File: config.mk
export PLATFORM = sky130hd
export DESIGN_NAME = accum_seq_ctrl
export DESIGN_NICKNAME = d
export VERILOG_FILES = /design/src/rtl/accum_seq_ctrl.sv
export SDC_FILE = /design/constraint.sdc
export NUM_CORES = 1
export LEC_CHECK = 0
export ABC_AREA = 1
export CORE_MARGIN = 4
export CORE_UTILIZATION = 48
export CTS_CLUSTER_SIZE = 25
export DETAILED_ROUTE_END_ITERATION = 7
export HOLD_SLACK_MARGIN = 0.05
export PLACE_DENSITY_LB_ADDON = 0.12
export RECOVER_POWER = 100
export SKIP_CTS_REPAIR_TIMING = 1
export SYNTH_ARGS = -nofsm -noshare
export SYNTH_HDL_FRONTEND = slang
export SYNTH_SLANG_ARGS = --single-unit
File: constraint.sdc
create_clock -name clk -period 1.6 [get_ports clk]
set_input_delay 0.32 -clock clk [delete_from_list [all_inputs] [get_ports clk]]
set_output_delay 0.32 -clock clk [all_outputs]
set_load 0.005 [all_outputs]
File: src/rtl/accum_seq_ctrl.sv
// accum_seq_ctrl
// ---------------------------------------------------------------------------
// Sequencer in front of the 3-slot operand Accumulator.
// - Gathers 1..3 operand bytes from two requesters into a staging buffer.
//   The requesters are served round-robin.
// - Replays the staged bytes as one unbroken acc_put burst.
// - Forces a single put-low gap cycle so the Accumulator closes the group.
// - Pulses done during that gap cycle.
//
// Optional feature, selected by macro ACCUM_SEQ_TIMEOUT_EN:
// - Adds a GATHER idle timeout.
// - A partially gathered group is delivered short when the timeout expires.
// - An empty group is abandoned with err.
// - Without the macro, GATHER waits indefinitely and timeout stays 0.
//
// Parameters:
//   DW          operand/data width
//   TIMEOUT_CYC GATHER idle limit in cycles (only with ACCUM_SEQ_TIMEOUT_EN)
//
// Ports:
//   clk        clock, rising edge
//   reset      synchronous active-high reset
//   start      begin a group (sampled only in IDLE)
//   op_count   operands in group, 1..3 (sampled with start)
//   req_valid  requester i has an operand
//   req_data   requester i data in [i*DW +: DW]
//   req_ready  one-hot grant (combinational)
//   acc_put    Accumulator putFlag
//   acc_value  Accumulator value
//   busy       state != IDLE
//   done       one-cycle pulse, group delivered
//   err        one-cycle pulse, bad start or empty timeout
//   timeout    one-cycle pulse, gather timed out
//   gathered   operands staged so far / burst length
module accum_seq_ctrl #(
  parameter int DW          = 8,
  parameter int TIMEOUT_CYC = 16
) (
  input  logic            clk,
  input  logic            reset,
  input  logic            start,
  input  logic [1:0]      op_count,
  input  logic [1:0]      req_valid,
  input  logic [2*DW-1:0] req_data,
  output logic [1:0]      req_ready,
  output logic            acc_put,
  output logic [DW-1:0]   acc_value,
  output logic            busy,
  output logic            done,
  output logic            err,
  output logic            timeout,
  output logic [1:0]      gathered
);

  typedef enum logic [1:0] {
    S_IDLE,
    S_GATHER,
    S_BURST,
    S_GAP
  } state_t;

  state_t          r_state;
  logic            r_rr;
  logic [1:0]      r_count;
  logic [1:0]      r_gathered;
  logic [1:0]      r_beat;
  logic [DW-1:0]   r_stage0;
  logic [DW-1:0]   r_stage1;
  logic [DW-1:0]   r_stage2;
  logic            r_acc_put;
  logic [DW-1:0]   r_acc_value;
  logic            r_busy;
  logic            r_done;
  logic            r_err;
  logic            r_timeout;

  logic [1:0]      w_grant;
  logic            w_xfer;
  logic            w_sel;
  logic [DW-1:0]   w_data;
  logic [1:0]      w_gathered_nx;
  logic [DW-1:0]   w_beat_value;

`ifdef ACCUM_SEQ_TIMEOUT_EN
  localparam int IW = $clog2(TIMEOUT_CYC + 1);
  logic [IW-1:0]   r_idle;
`else
  logic            w_unused_timeout_cfg;
  assign w_unused_timeout_cfg = (TIMEOUT_CYC != 0);
`endif

  // One grant per cycle.
  // When both requesters are valid, r_rr picks the winner.
  always_comb begin
    w_grant = '0;
    if (r_state == S_GATHER) begin
      case (req_valid)
        2'b11:   w_grant = r_rr ? 2'b10 : 2'b01;
        2'b01:   w_grant = 2'b01;
        2'b10:   w_grant = 2'b10;
        default: w_grant = '0;
      endcase
    end
  end

  assign w_xfer        = |w_grant;
  assign w_sel         = w_grant[1];
  assign w_data        = w_sel ? req_data[2*DW-1:DW] : req_data[DW-1:0];
  assign w_gathered_nx = r_gathered + 2'd1;

  always_comb begin
    case (r_beat)
      2'd1:    w_beat_value = r_stage1;
      2'd2:    w_beat_value = r_stage2;
      default: w_beat_value = r_stage0;
    endcase
  end

  always_ff @(posedge clk) begin
    if (reset) begin
      r_state     <= S_IDLE;
      r_rr        <= 1'b0;
      r_count     <= '0;
      r_gathered  <= '0;
      r_beat      <= '0;
      r_stage0    <= '0;
      r_stage1    <= '0;
      r_stage2    <= '0;
      r_acc_put   <= 1'b0;
      r_acc_value <= '0;
      r_busy      <= 1'b0;
      r_done      <= 1'b0;
      r_err       <= 1'b0;
      r_timeout   <= 1'b0;
`ifdef ACCUM_SEQ_TIMEOUT_EN
      r_idle      <= '0;
`endif
    end else begin
      r_done    <= 1'b0;
      r_err     <= 1'b0;
      r_timeout <= 1'b0;
      case (r_state)
        S_IDLE: begin
          if (start) begin
            if (op_count == 2'd0) begin
              r_err <= 1'b1;
            end else begin
              r_count    <= op_count;
              r_gathered <= '0;
              r_busy     <= 1'b1;
              r_state    <= S_GATHER;
`ifdef ACCUM_SEQ_TIMEOUT_EN
              r_idle     <= '0;
`endif
            end
          end
        end

        S_GATHER: begin
          if (w_xfer) begin
            case (r_gathered)
              2'd0:    r_stage0 <= w_data;
              2'd1:    r_stage1 <= w_data;
              default: r_stage2 <= w_data;
            endcase
            r_gathered <= w_gathered_nx;
            r_rr       <= ~w_sel;
`ifdef ACCUM_SEQ_TIMEOUT_EN
            r_idle     <= '0;
`endif
            if (w_gathered_nx == r_count) begin
              // The first beat leaves on this same edge.
              // In a 1-operand group, slot 0 is still being written here,
              // so the beat is taken straight from the granted data.
              r_state     <= S_BURST;
              r_acc_put   <= 1'b1;
              r_acc_value <= (r_gathered == 2'd0) ? w_data : r_stage0;
              r_beat      <= 2'd1;
            end
          end
`ifdef ACCUM_SEQ_TIMEOUT_EN
          else if (r_idle == IW'(TIMEOUT_CYC - 1)) begin
            r_timeout <= 1'b1;
            if (r_gathered != 2'd0) begin
              r_count     <= r_gathered;
              r_state     <= S_BURST;
              r_acc_put   <= 1'b1;
              r_acc_value <= r_stage0;
              r_beat      <= 2'd1;
            end else begin
              r_err   <= 1'b1;
              r_busy  <= 1'b0;
              r_state <= S_IDLE;
            end
          end else begin
            r_idle <= r_idle + 1'b1;
          end
`endif
        end

        S_BURST: begin
          if (r_beat == r_gathered) begin
            r_acc_put <= 1'b0;
            r_done    <= 1'b1;
            r_state   <= S_GAP;
          end else begin
            r_acc_value <= w_beat_value;
            r_beat      <= r_beat + 2'd1;
          end
        end

        S_GAP: begin
          r_gathered <= '0;
          r_busy     <= 1'b0;
          r_state    <= S_IDLE;
        end

        default: r_state <= S_IDLE;
      endcase
    end
  end

  assign req_ready = w_grant;
  assign acc_put   = r_acc_put;
  assign acc_value = r_acc_value;
  assign busy      = r_busy;
  assign done      = r_done;
  assign err       = r_err;
  assign timeout   = r_timeout;
  assign gathered  = r_gathered;

endmodule
# == Yosys cells after proc, flatten, opt, wreduce, memory -nomap -nowiden ==
# Index checks and enable logic that the tools add are counted.
# op_classes
n_addsub,2
eq_ne,17
mux,33
bitwise,6
div_mod_pow,0
n_shift,0
n_mul,0
reduce_logical,19
magnitude_cmp,0
# ops
operator,n
two-way mux 8 bit,5
one-hot mux 8 bit (2 select lines),2
two-way mux 2 bit,13
one-hot mux 2 bit (3 select lines),2
AND reduction 3 bit,4
AND reduction 4 bit,3
== test 2 bit (second input constant),5
inequality test 2 bit (second input constant),5
== test 2 x 1 -> 1 bit (second input constant),4
one-hot mux 2 bit (4 select lines),1
two-way mux 1 bit,7
logical NOT 2 bit,3
NOT 1 bit,6
OR reduction 2 bit,3
AND reduction 5 bit,1
adder 2 x 1 -> 2 bit (second input constant),2
== test 2 bit,2
one-hot mux 1 bit (2 select lines),2
one-hot mux 2 bit (2 select lines),1
nonzero test 2 bit,2
nonzero test 3 bit,1
OR reduction 3 bit,1
inequality test 2 x 1 -> 1 bit (second input constant),1
AND reduction 2 bit,1
# totals
in_bits,23
latchBits,0
word_cells,90
ff_bits,45
romBits,0
ramBits,0
n_memories,0

# == Depth between registers and ports, before layout ==
# Gate-level depths: netlist (run 1).
# logic_depth
ltp_word,8
mapped_depth,11
mapped_depth_nobuf,11

# == Least setup slack after synthesis (run 1) ==
# OpenSTA, ideal clock, no wires.
# synth_path
path_kind,reg2reg
startpoint,reg r_beat[0]
endpoint,"reg r_acc_value[6], in the netlist acc_value[6]"
synth_period_minus_slack_ps,1624
path_slack_ps,-24
path_stages_with_launch,10
t_required_ps,1488
n_path_buf,1
arrival_ps,1512
cell_sequence,dfxtp_1 -> inv_1 -> ha_1 -> inv_1 -> clkbuf_1 -> nand3_1 -> o211ai_1 -> nand3_1 -> nor2_1 -> nor2_1
# synth_via
elab_chain_len,4
# synth_rtl
element,line,text
"start, declared",66,logic [1:0] r_beat;
"start signal, assigned",208,r_beat <= r_beat + 2'd1;
== test 2 bit / == test 2 x 1 -> 1 bit (equally long branches),112,case (r_beat)
one-hot mux 8 bit (2 select lines),112,
two-way mux 8 bit,202,if (r_beat == r_gathered) begin
one-hot mux 8 bit (2 select lines),142,case (r_state)
"end signal, assigned",177,r_acc_value <= (r_gathered == 2'd0) ? w_data : r_stage0;
"end signal, assigned",207,r_acc_value <= w_beat_value;
"end, declared",71,logic [DW-1:0] r_acc_value;
# Parallel ways exist; a longest one is shown, timed or not. The select of a mux whose other input is x is not followed.
# A chain may end at the register's enable or synchronous reset.

# == Final worst setup path (run 1) ==
# layout_path
startpoint,reg r_beat[0]
endpoint,"reg r_acc_value[5], in the netlist acc_value[5]"
# The elaborated chain is that of the path after synthesis.

==> flow_summary.toml, run 1 <==
[run_status]
status = "finished clean"

[cells_and_area]
finalNetCount = 490
diodes = 0
finish.utilization = 0.749
drive_gt1_frac = 0.290
fin_cells = 526
nFillCells = 382
area_growth_pct = 46.4
fin_area_sq_um = 3650

[power]
pwr-share-seq = 0.245
irDropWorstVdd_mv = 1.07
combPwrFrac = 0.648
p_leak_nw = 1.68
power_switching_mw = 2.96
power.internal_mw = 3.83
clkPwrFrac = 0.106
swShare = 0.435
power_density_nw_per_um2 = 1860

[floorplanning]
fp.dieArea_sq_um = 6420
start_util = 0.511
rows = 25
die_w_microns = 80.1
io_pins = 40
core_area_sq_um = 4880
die_h_microns = 80.1

[route]
wirelength_microns = 7270
vias = 2726
wire_per_inst_microns = 13.8
via_per_inst = 5.18
firstDrtPassIters = 4
ant_nets = 0
drc_errors = 0
drtIter0Drc = 161

[grt]
antenna_found_initial = 0
grt_pass1_wl_microns = 11000
grt_overflow = 0
first_global_vias = 2603
grt_util_all_layers = 0.216
grt_start_max_net_pins = 37

[yosys]
avgSynthCellArea_sq_um = 6.82
synth_cells = 366
ys_seq_elements = 45
netlist_area_sq_um = 2490
synth_seq_area_share = 0.361
ys_warn_count = 0
syn_nets = 397
synth_cell_type_count = 28

[min_path]
holdCritPathClass = "reg -> reg"
hp-start = "acc_put$_SDFFE_PP0P_"

[timing]
fin_hold_ws_ps = 489
finalHoldViolCount = 0
max_freq_ghz = 0.638
drv_slew = 0
fin_crit_sh = 0.980
fin_ws_ps = 31.8
skew_ps = 11.0
grt_setup_unrepaired = "true"
setup_viol = 0
min_period_ps = 1570

[worst_setup_path]
critPathRequiredTime_ps = 1790
crit_path_max_fanout = 5
arrival_ps = 1760
crit_start = "r_beat[0]$_SDFFE_PP0P_"
timing.rr.start = "r_beat[0]$_SDFFE_PP0P_"
worst-setup-path-type = "reg -> reg"
start_kind = "register"
critPathCaptureType = "register"

[clock_tree]
max-clock-path-buffers = 2
clk_pin_slew_ps = 90
cts_inserted_buffers = 5
cts-root-buf = "clkbuf_8"
clock_latency_ps = 300
h-tree-depth = 2
cts_tree = "yes"
cts_sinks = 45

[placed_design]
placed_cells = 508
postPlaceCellArea_sq_um = 3260
dp_slack_ps = -287
port_buffers = 38
routabilityCongestion = 0.809
dp_hpwl_microns = 4740

[job]
cap_viol_max_count = 0
-- logic make-up (layout without fill, tap and decap cells) --
group           Yosys count  in the layout  share of synthesized area
compound gates           54             54                      0.130
xor+xnor                  1              1                    0.00351
fa+ha+maj                 8              8                     0.0401
buf+inv                  60            152                      0.110
flops                    45             45                      0.361
other cells               1              1                    0.00150
simple gates            197            198                      0.354
-- registers in the layout (all words and copies together), names as in the netlist --
| register | count |
|---|---|
| r_rr | 1 |
| acc_value | 8 |
| busy | 1 |
| r_state | 2 |
| gathered | 2 |
| acc_put | 1 |
| r_stage2 | 8 |
| done | 1 |
| err | 1 |
| r_beat | 2 |
| r_stage1 | 8 |
| r_count | 2 |
| r_stage0 | 8 |
-- cells in the final DEF, fill, tap and decap left out, drive strengths merged, types with 2 or more instances in the layout --
master,n
nand2,114
buf,61
dfxtp,45
nand3,45
inv,42
nor2,36
clkdlybuf4s50,35
o21ai,18
a31oi,16
a21oi,10
o211ai,8
clkbuf,8
ha,8
clkinvlp,3
dlymetal6s2s,2
nor3,2
-- through the flow --
stage               power (mW)  setup TNS (ps)
global placement          5.05           -5930
global route              7.32            -258
detailed placement        5.15           -6930
CTS                       5.89           -2280
floorplan                 3.87               0
finish                    6.79               0
-- final cells by class --
cell class / count / area [sq um] / area share
Timing Repair Buffer: 99 / 890 / 0.243
Timing Repair inverter: 1 / 7.51 / 0.00205
Inverter: 45 / 176 / 0.0483
Tap cell: 67 / 83.8 / 0.0229
Sequential cell: 45 / 908 / 0.249
Clock buffer: 7 / 86.3 / 0.0236
Multi-Input combinational cell: 262 / 1500 / 0.411
-- routing by layer --
| layer | wire length [microns] | up-vias | global-route usage |
|---|---|---|---|
| met4 | 115 | 0 | 0.0845 |
| met3 | 372 | 11 | 0.0381 |
| li1 | - | 1370 | - |
| met2 | 3890 | 74 | 0.416 |
| met1 | 2890 | 1271 | 0.231 |
| met5 | 0 | - | 0 |
-- critical path: stages, from the launching register on --
cell and delay, ps:
dfxtp_2 340, inv_2 50, ha_4 300, clkinvlp_4 150, buf_6 150, o211ai_1 160
nand3_1 110, nor2_1 140, nor2_1 50
-- cells in the mapped netlist (all sizes together) --
| cell | count | area share |
|---|---|---|
| conb | 1 | 0.0015 |
| a311oi | 1 | 0.0035 |
| nand3 | 45 | 0.096 |
| xnor2 | 1 | 0.0035 |
| a211oi | 1 | 0.0030 |
| dfxtp | 45 | 0.36 |
| nand2 | 113 | 0.19 |
| buf | 10 | 0.035 |
| inv | 44 | 0.066 |
| clkbuf | 5 | 0.0075 |
| clkinv | 1 | 0.0015 |
| o211ai | 8 | 0.024 |
| o21ai | 18 | 0.036 |
| nor3 | 2 | 0.0085 |
| nand3b | 1 | 0.0030 |
| ha | 8 | 0.040 |
| a31oi | 16 | 0.040 |
| nor2 | 36 | 0.054 |
| a21oi | 10 | 0.023 |
-- path summary, 6_finish.rpt --
check	to	slack, ps	depth (start not counted)
setup / recovery	acc_value[5]$_SDFFE_PP0P_	30	8
hold / removal	acc_put$_SDFFE_PP0P_	490	2
setup reg to reg	acc_value[5]$_SDFFE_PP0P_	30	8
hold reg to reg	acc_put$_SDFFE_PP0P_	490	2
-- power by group through the flow --
stage | logic, mW | registers, mW | clock network [mW]
floorplan | 2.20 | 1.67 | 0
global placement | 3.41 | 1.64 | 0
detailed placement | 3.50 | 1.66 | 0
CTS | 3.53 | 1.63 | 0.730
global route | 4.84 | 1.71 | 0.775
finish | 4.40 | 1.67 | 0.722
Power figures use the tool's default switching activity.
==> run 2: changes to the inputs <==
--- a/config.mk
+++ b/config.mk
@@ -11,7 +11,7 @@
 export CTS_CLUSTER_SIZE = 25
 export DETAILED_ROUTE_END_ITERATION = 7
 export HOLD_SLACK_MARGIN = 0.05
-export PLACE_DENSITY_LB_ADDON = 0.12
+export PLACE_DENSITY = 0.75
 export RECOVER_POWER = 100
 export SKIP_CTS_REPAIR_TIMING = 1
 export SYNTH_ARGS = -nofsm -noshare
==> flow_summary.toml, run 2 (same netlist as run 1, synthesis figures left out) <==
[power]
irDropWorstVdd_mv = 0.767
power_density_nw_per_um2 = 1870
p_leak_nw = 1.68

[timing]
skew_ps = 6.28
fin_crit_sh = 1.02
max_freq_ghz = 0.613
setup_viol = 1
grt_setup_unrepaired = "true"
drv_slew = 0
finalHoldViolCount = 0
fin_hold_ws_ps = 477
min_period_ps = 1630
fin_ws_ps = -31.9

[route]
top_layer = "met4"
drtIter0Drc = 161
met3_wirelength_microns = 275
wl_met2_microns = 3820
via_per_inst = 5.16
firstDrtPassIters = 4
drc_errors = 0
ant_nets = 0
vias = 2708
wire_per_inst_microns = 13.5
wirelength_microns = 7070
wl_met1_microns = 2830

[worst_setup_path]
worst-path-buf-inv = 3
start_kind = "register"
arrival_ps = 1840
cp_top_family = "buffers and inverters"
crit_path_max_fanout = 5
slowest_stage = "dfxtp_2"
worst-setup-path-type = "reg -> reg"
critPathRequiredTime_ps = 1810
crit_chain = "inv_2 -> ha_4 -> clkinvlp_4 -> buf_6 -> o211ai_1 -> nand3_2 -> nor2_2 -> nor2_1"
critPathCaptureType = "register"
critPathMaxStageDelay_ps = 350

[placed_design]
dp_hpwl_microns = 4760
placed_cells = 503
port_buffers = 38
routabilityCongestion = 0.874

[floorplanning]
fp.dieArea_sq_um = 6420
rows = 25
core_area_sq_um = 4880
io_pins = 40
die_w_microns = 80.1
start_util = 0.511
die_h_microns = 80.1

[grt]
first_global_vias = 2602
grt_overflow = 0
antenna_found_initial = 0
grt_start_max_net_pins = 37
grt_pass1_wl_microns = 11000
grt_util_all_layers = 0.213

[min_path]
holdCritPathClass = "reg -> reg"

[cells_and_area]
drive_gt1_frac = 0.271
fin_cells = 525
diodes = 0
final_common_cell = "nand2_1"
seq_area_sq_um = 906
final_cell_mix = "93 x nand2_1, 50 x buf_4, 41 x dfxtp_1"
area_growth_pct = 45.4
nFillCells = 373
multi_input_area_sq_um = 1480
finalNetCount = 488

[clock_tree]
clk_pin_slew_ps = 90
h-tree-depth = 2
cts_sinks = 45
max-clock-path-buffers = 2
cts_inserted_buffers = 5
cts-root-buf = "clkbuf_8"
cts_tree = "yes"
clock_latency_ps = 300

[run_status]
status = "finished with violations"
violations = "negative setup slack"

[job]
cap_viol_max_count = 0
## run 2: cell types whose count changed in the layout (fill, tap and decap cells not counted), sizes merged
cell    before  now
clkinv       1    2
buf         61   59
## run 2: worst min-delay path, delay by kind of cell, from the launching register on
family / cells / cell delay, ps
compound gates: 1 / 40
flops: 1 / 320
simple gates: 1 / 70
## run 2: final cells by class
type | count | share of cell area
clock inverter | 1 | 0.00138
tap | 67 | 0.0231
inverter | 45 | 0.0486
sequential | 45 | 0.250
clock buffer | 7 | 0.0266
multi-input combinational | 262 | 0.407
timing repair buffer | 97 | 0.242
timing repair inverter | 1 | 0.00138
## run 2: routing by layer
metal / up-vias / GRT usage
met3: 14 / 0.0348
met5: - / 0
met4: 0 / 0.0642
met2: 66 / 0.418
met1: 1266 / 0.228
li1: 1362 / -
## run 2: through the flow
stage                     setup TNS [ps]  instance area, sq um  setup slack (ps)  power (mW)   util
after floorplan                        0                  2500              20.0        3.87      -
after global placement             -6370                  3220              -260        5.01  0.660
after detailed placement           -7480                  3220              -323        5.12  0.660
after CTS                          -2280                  3320              -489        5.92  0.681
after global routing                -574                  3630             -97.8        7.35  0.743
final                              -31.9                  3630             -31.9        6.79  0.743
## run 2: final timing paths
kind / slack, ps / startpoint / end / cells after the start
setup / recovery: -30 / r_beat[0]$_SDFFE_PP0P_ / acc_value[1]$_SDFFE_PP0P_ / 8
hold / removal: 480 / acc_put$_SDFFE_PP0P_ / acc_put$_SDFFE_PP0P_ / 2
setup reg to reg: -30 / r_beat[0]$_SDFFE_PP0P_ / acc_value[1]$_SDFFE_PP0P_ / 8
hold reg to reg: 480 / acc_put$_SDFFE_PP0P_ / acc_put$_SDFFE_PP0P_ / 2
## run 2: power by group
group          internal (mW)  switching (mW)
combinational           2.01            2.32
sequential              1.47           0.191
clock                  0.391           0.399
==> patch: new RTL, flow settings as in run 1 <==
Add a define of `ACCUM_SEQ_TIMEOUT_EN`.
--- a/src/rtl/accum_seq_ctrl.sv
+++ b/src/rtl/accum_seq_ctrl.sv
@@ -32,6 +32,8 @@
 //   err        one-cycle pulse, bad start or empty timeout
 //   timeout    one-cycle pulse, gather timed out
 //   gathered   operands staged so far / burst length
+`define ACCUM_SEQ_TIMEOUT_EN
+
 module accum_seq_ctrl #(
   parameter int DW          = 8,
   parameter int TIMEOUT_CYC = 16
Check against the original RTL: no difference found for any inputs over 10 cycles, from zero or initial values and one cycle with reset high; that may be too few to reach the edited logic, so the function may still have changed.
==> patch against run 1 <==
The flow now finishes with violations (negative setup slack). Routed wire length up 17%. Global-route usage is 0.76 points lower. Non-clock buffer count up 9. First-iteration DRC count down 2.5%. Power grew 9.1%. Die area increased by 11%. Setup slack worse by 170 ps. Area after synthesis is 12% higher. Sequential cell count is 6 higher. Sequential share of layout area fell by 1.0 points. Cell area rose by 18%.
==> patch: results <==
power_and_ir_drop:
  leakage_nw: 1.872
  design_power_total_mw: 7.409
  switching_share_of_total_power_pct: 43.72
  max-vdd-ir-drop_mv: 1.015
  clkPwrFrac_pct: 13.2
  p_comb_share_pct: 61.6
global_route:
  grt_pass1_wl_microns: 12470
  grt_use_met1_pct: 24.66
  gr-usage-all-layers_pct: 20.88
  grtUsageMet2_pct: 37.66
  maximum_number_of_pins_on_one_net_before_global_route_repair: 36
  number_of_global_route_vias_before_repair: 2852
  groute.layer.met3.usage_pct: 3.631
placement:
  detailedPlacementHpwl_microns: 5487
  dp_cells: 568
  port-buffer-count: 39
  preCtsSetupSlack_ps: -422.3
  placed_cell_area_sq_um: 3694
  globalplace.congestion: 0.8289
status:
  outcome: "complete, but fails checks"
  violated_checks: "negative setup slack"
cells_and_area:
  drive_gt1_share_pct: 34.04
  n_fill_cell: 402
  post_route_design_area_sq_um: 4307
  instances_no_fill: 589
  number_of_nets_in_the_layout: 550
worst_setup_path:
  cp_max_fo: 6
  critPathArrivalTime_ps: 1990
routing:
  top_layer: "met4"
  wl_met3_microns: 384
  met2_wirelength_microns: 4395
  vias: 3161
  first_iter_violations: 157
  route.layer.met1.wl_microns: 3460
timing:
  hold_ws_ps: 466.6
  final.setup.worst_slack_ps: -139.7
  worst_clock_skew_ps: 8.324
  setup_viol: 30
  final_setup_tns_ps: -1423
synthesis:
  synthTopCellsByArea: "sky130_fd_sc_hd__dfxtp_1 36%, sky130_fd_sc_hd__nand2_1 14%, sky130_fd_sc_hd__nand3_1 7.1%, sky130_fd_sc_hd__nor2_1 7.1%, sky130_fd_sc_hd__inv_1 5.8%"
  synth_top_cells_by_count: "106 x sky130_fd_sc_hd__nand2_1, 53 x sky130_fd_sc_hd__nor2_1, 51 x sky130_fd_sc_hd__dfxtp_1"
  yosys.cell_types.count: 29
  synth-main-ff-cell: "sky130_fd_sc_hd__dfxtp_1"
  synth.net_count: 448
  synth_sequential_area_ratio_pct: 36.41
  netlist_instances: 414
clocking:
  max-clock-path-buffers: 2
-- patch: final timing paths --
check,start,to,cells past startpoint
min,r_idle[4],r_idle[4],2
max,flip-flop,r_idle[2],12
max reg2reg,flip-flop,r_idle[2],12
min reg2reg,r_idle[4],r_idle[4],2
-- patch: critical path, delay by kind of cell (launching register included) --
family,cells,cell delay [ps]
buffers and inverters,5,520
and+or+nand+nor,4,420
DFF,1,350
AOI/OAI and AO/OA,2,220
adders and majority gates,1,170
-- patch: cell type report --
type / count / share of cell area [%]
clock buffers: 6 / 1.917
clock inverters: 2 / 0.9006
inverters: 49 / 4.619
multi-input cells: 301 / 43.06
flip-flops and latches: 51 / 23.85
well taps: 72 / 2.092
repair buffers: 108 / 23.56
-- patch: cell families after synthesis --
logic type	count (synthesis)	share of synthesized area, %
AOI/OAI and AO/OA	70	14.06
adders and majority gates	11	4.908
buffers and inverters	64	9.549
DFF	51	36.41
and+or+nand+nor	218	35.07
